==> src/rtl/wave_rom_arbiter.sv <==
// wave_rom_arbiter: shares one synchronous waveform ROM between two read requesters.
// Per-cycle arbitration, registered ROM address with wrap above DEPTH, and a tag
// pipeline that routes ROM data back to the winning requester.
// Optional build macro FIXED_PRIO_EN: requester 1 always wins under contention.
module wave_rom_arbiter #(
  parameter int AW      = 6,
  parameter int DW      = 10,
  parameter int DEPTH   = 50,
  parameter int ROM_LAT = 1
) (
  input  logic          clk_100m,
  input  logic          rst_n,
  input  logic          req1,
  input  logic [AW-1:0] addr1,
  output logic          gnt1,
  output logic [DW-1:0] rd_data1,
  output logic          rd_valid1,
  input  logic          req2,
  input  logic [AW-1:0] addr2,
  output logic          gnt2,
  output logic [DW-1:0] rd_data2,
  output logic          rd_valid2,
  output logic [AW-1:0] rom_addr,
  input  logic [DW-1:0] rom_data,
  output logic          busy
);

  // One stage per clock between the address register and douta, plus the capture stage.
  localparam int TL = ROM_LAT + 1;
  localparam logic [AW-1:0] DEPTH_W = AW'(DEPTH);

  logic [TL-1:0] tag_valid;
  logic [TL-1:0] tag_id;      // 1 = requester 2
  logic [AW-1:0] sel_addr;
  logic [AW-1:0] wrap_addr;

`ifndef FIXED_PRIO_EN
  logic rr_ptr;               // 0 = requester 1 preferred on contention
`endif

  // Grant decision: a lone request always wins, contention resolved by priority scheme.
  always_comb begin
    gnt1 = 1'b0;
    gnt2 = 1'b0;
    if (req1 && req2) begin
`ifdef FIXED_PRIO_EN
      gnt1 = 1'b1;
`else
      gnt1 = ~rr_ptr;
      gnt2 = rr_ptr;
`endif
    end else begin
      gnt1 = req1;
      gnt2 = req2;
    end
  end

  // Address mux and wrap; input range tops out at 63, so one subtraction is enough.
  always_comb begin
    sel_addr  = gnt2 ? addr2 : addr1;
    wrap_addr = (sel_addr >= DEPTH_W) ? (sel_addr - DEPTH_W) : sel_addr;
  end

`ifndef FIXED_PRIO_EN
  // Round-robin pointer flips to the other side after every grant, idle cycles keep it.
  always_ff @(posedge clk_100m or negedge rst_n) begin
    if (!rst_n) begin
      rr_ptr <= 1'b0;
    end else if (gnt1) begin
      rr_ptr <= 1'b1;
    end else if (gnt2) begin
      rr_ptr <= 1'b0;
    end
  end
`endif

  // ROM address register and return-tag pipeline.
  always_ff @(posedge clk_100m or negedge rst_n) begin
    if (!rst_n) begin
      rom_addr  <= '0;
      tag_valid <= '0;
      tag_id    <= '0;
    end else begin
      if (gnt1 || gnt2) begin
        rom_addr <= wrap_addr;
      end
      tag_valid <= {tag_valid[TL-2:0], gnt1 | gnt2};
      tag_id    <= {tag_id[TL-2:0], gnt2};
    end
  end

  // Capture douta into the owning requester's data register when its tag matures.
  always_ff @(posedge clk_100m or negedge rst_n) begin
    if (!rst_n) begin
      rd_data1  <= '0;
      rd_data2  <= '0;
      rd_valid1 <= 1'b0;
      rd_valid2 <= 1'b0;
    end else begin
      rd_valid1 <= 1'b0;
      rd_valid2 <= 1'b0;
      if (tag_valid[TL-1]) begin
        if (tag_id[TL-1]) begin
          rd_data2  <= rom_data;
          rd_valid2 <= 1'b1;
        end else begin
          rd_data1  <= rom_data;
          rd_valid1 <= 1'b1;
        end
      end
    end
  end

  assign busy = |tag_valid;

endmodule

==> config.mk <==
export PLATFORM = sky130hd
export DESIGN_NAME = wave_rom_arbiter
export DESIGN_NICKNAME = d
export VERILOG_FILES = /design/src/rtl/wave_rom_arbiter.sv
export SDC_FILE = /design/constraint.sdc
export NUM_CORES = 1
export LEC_CHECK = 0
export BUFFER_PORTS_ARGS = -buffer_cell sky130_fd_sc_hd__buf_2
export CELL_PAD_IN_SITES_DETAIL_PLACEMENT = 1
export CELL_PAD_IN_SITES_GLOBAL_PLACEMENT = 1
export CORE_MARGIN = 2
export CORE_UTILIZATION = 36
export CTS_CLUSTER_DIAMETER = 40
export DETAILED_ROUTE_END_ITERATION = 8
export PLACE_DENSITY_LB_ADDON = 0.1
export SETUP_SLACK_MARGIN = 0.1
export SKIP_LAST_GASP = 1
export SYNTH_ARGS = -nofsm -noshare
export SYNTH_HDL_FRONTEND = slang
export SYNTH_SLANG_ARGS = --single-unit
export TNS_END_PERCENT = 50
==> constraint.sdc <==
create_clock -name clk_100m -period 1.5 [get_ports clk_100m]
set_input_delay 0.075 -clock clk_100m [delete_from_list [all_inputs] [get_ports clk_100m]]
set_output_delay 0.075 -clock clk_100m [all_outputs]
set_load 0.01 [all_outputs]
==> metrics.cfg <==
[critical_path]
r2r-start = rr_ptr
path_class = reg -> out
crit_chain = nand2b_4, nand2_2, inv_2, buf_2
startpoint = rr_ptr
max_stage_delay_ns = 0.40
cp_data_arrival_time_ns = 1.21
crit_fanout = 6
r2r_slack_ns = 0.22
crit_end = gnt2
cp_slowest_cell = dfrtp_1
start_kind = register
crit_required_ns = 1.42
cp-end-kind = output pin
ff2ff_path_depth = 4
r2r-end = rom_addr[5]

[place]
gp_congestion = 0.748
port_buffers = 56
place_hpwl_mm = 2.39

[cells_and_area]
fill_cells = 427
drive_gt1_frac = 0.529
utilization = 0.501
seqCellArea_um2 = 826
multi_input_area_um2 = 528
syn_to_final_growth_pct = 33.4
n_antenna_cell = 0
nets = 200

[timing]
setup_violations = 0
tightest_slew_ns = 0.719
skew_ns = 0.00367
hold_viol = 0
rsz0062_at_grt = no
maxSlewViolCount = 0
max_freq_ghz = 0.776
setup_tns_ns = 0
relSlewSlack = 0.521
finalCriticalPeriod_ns = 1.29
finalCritPeriodShare = 0.859

[power_and_ir_drop]
power.leakage_nw = 0.874
switching_share = 0.266
seq_power_share = 0.490
p_sw_mw = 0.590
ir_drop_mv = 0.524
internal_power_mw = 1.63
p_clk_frac = 0.290
combinationalPowerShare = 0.220
p_per_area_mw_per_mm2 = 1210

[logic_synthesis]
syn_avg_cell_area_um2 = 12.6
syn_nets = 135
ys_warn_count = 0
yosysSeqAreaShare = 0.600
ys_types = 31
ys_ff_latch = 33
synthCells = 109
synth_area_mm2 = 0.00138

[clocking]
path_clk_slew_ns = 0.06
numCtsBuffers = 5
clock_path_buffers = 2
clk_latency_ns = 0.27
cts_max_level = 2
clock-sinks = 33
cts_setup_buffers = 0
cts_root_buffer = clkbuf_8
cts_tree = yes

[floorplan]
ios = 57
die_w_um = 65.8
start_util = 0.376
coreArea_mm2 = 0.00366
rows = 22
die_h_um = 65.8
die_area_mm2 = 0.00433

[drt]
wl_per_cell_um = 14.0
drt_wl_total_mm = 3.10
drtIter0Drc = 11
postRouteAntennaNets = 0
dr.pass1.iters = 4
vias = 1104
drc = 0
avgViaCountPerCell = 4.97

[global_routing]
grt_pass1_wl_mm = 5.23
first_global_vias = 1124
antenna_found_initial = 0
grt_use_total = 0.161
grt_max_degree = 34
grt_overflow = 0

[status]
status = complete, no violations

[min_path]
worst_hold_path_type = in -> reg

[job]
drv_cap = 0

final cells by class:
class | count | area share
sequential | 33 | 0.450
multi-input combinational | 69 | 0.288
timing repair buffer | 61 | 0.175
clock buffer | 7 | 0.0470
tap | 48 | 0.0327
inverter | 4 | 0.00818
cells in the final DEF, fill, tap and decap left out, types with 2 or more instances in the layout:
master / n
a31oi_1: 2
nand2_2: 2
buf_4: 4
o311ai_0: 2
nand3_1: 2
dfrtp_1: 33
nand2_1: 6
inv_1: 3
clkbuf_8: 6
nor2_1: 5
o21ai_0: 6
mux2_2: 20
buf_2: 56
nor2b_1: 2
a21oi_1: 4
flip-flops by register name, indices dropped and copies added, names as in the netlist:
register,count
rr_ptr,1
tag_valid,2
rd_data2,10
rd_valid1,1
rd_data1,10
tag_id,2
rom_addr,6
rd_valid2,1
how the worst min path moves through the flow:
stage / start / end / slack (ns) / cells past startpoint
finish: addr2[0] / rom_addr[0] / 0.04 / 3
global route: rom_data[2] / rd_data2[2] / 0.04 / 2
floorplan: rst_n / rd_data1[0] / -0.22 / 0
detailed placement: rst_n / tag_valid[1] / 0.18 / 1
global placement: rst_n / tag_valid[1] / 0.17 / 1
CTS: addr2[0] / rom_addr[0] / 0.03 / 3
power groups by stage:
stage	sequential [mW]	clock (mW)	combinational, mW
final	1.09	0.645	0.488
after global routing	1.10	0.718	0.540
after CTS	1.09	0.670	0.493
after detailed placement	1.11	0	0.490
after global placement	1.09	0	0.482
after floorplan	1.16	0	0.190
metrics by stage:
stage               hold WS, ns  setup slack [ns]  area (um^2)  total power [mW]  cells
finish                   0.0351             0.212         1840              2.22    222
global route             0.0449             0.134         1840              2.36    222
CTS                      0.0323             0.104         1830              2.25    222
detailed placement        0.178             0.104         1730              1.59    214
global placement          0.166             0.209         1730              1.58    214
floorplan                -0.221             0.256         1380              1.35    109
synthesized netlist by cell type:
| cell | n | share of area |
|---|---|---|
| dfrtp_1 | 33 | 0.60 |
| mux2_2 | 20 | 0.16 |
| nand2_1 | 7 | 0.019 |
| o21ai_0 | 6 | 0.022 |
| nor2_1 | 5 | 0.014 |
| a21oi_1 | 4 | 0.015 |
| inv_1 | 4 | 0.011 |
| buf_2 | 3 | 0.011 |
| a31oi_1 | 2 | 0.0091 |
| nand3_1 | 2 | 0.0073 |
| nor2b_1 | 2 | 0.0091 |
| o311ai_0 | 2 | 0.013 |
| a211o_1 | 1 | 0.0064 |
| a211oi_1 | 1 | 0.0055 |
| a21boi_0 | 1 | 0.0055 |
| a22oi_1 | 1 | 0.0055 |
| a32o_1 | 1 | 0.0073 |
| a32oi_1 | 1 | 0.0064 |
| and3b_1 | 1 | 0.0064 |
| nand2_2 | 1 | 0.0045 |
| nand2b_1 | 1 | 0.0045 |
| nand2b_2 | 1 | 0.0064 |
| nand3b_1 | 1 | 0.0055 |
| nor3_1 | 1 | 0.0036 |
| nor3b_1 | 1 | 0.0055 |
| nor4_1 | 1 | 0.0045 |
| o21a_1 | 1 | 0.0055 |
| o311a_2 | 1 | 0.0082 |
| or2_2 | 1 | 0.0045 |
| or3_1 | 1 | 0.0045 |
| or4b_1 | 1 | 0.0073 |
timing repair:
action | in CTS | in global routing
endpoints found under the setup margin | 2 | 4
pin swaps | 0 | 0
hold buffers | 1 | 0
gates resized for setup | 1 | 2
endpoints found under the hold margin | 33 | 0
critical path, delay by kind of cell, from the launching register on:
family / cells / cell delay [ns]
AND/OR/NAND/NOR: 2 / 0.28
buffers and inverters: 2 / 0.27
flip-flops: 1 / 0.40
metal layers:
metal  vias up  wire (um)  track usage
met5         -          0            0
met4         0         33       0.0625
met3         5        199       0.0494
met2        37       1530        0.268
met1       539       1340        0.194
li1        523          -            -
cells by family (layout without fill, tap and decap cells):
family,count (synthesis),in the layout,synth area share
buffers and inverters,7,72,0.0218
AOI/OAI and AO/OA,22,22,0.108
DFF,33,33,0.600
and+or+nand+nor,27,27,0.106
muxes,20,20,0.164
(Power assumes the default switching activity.)
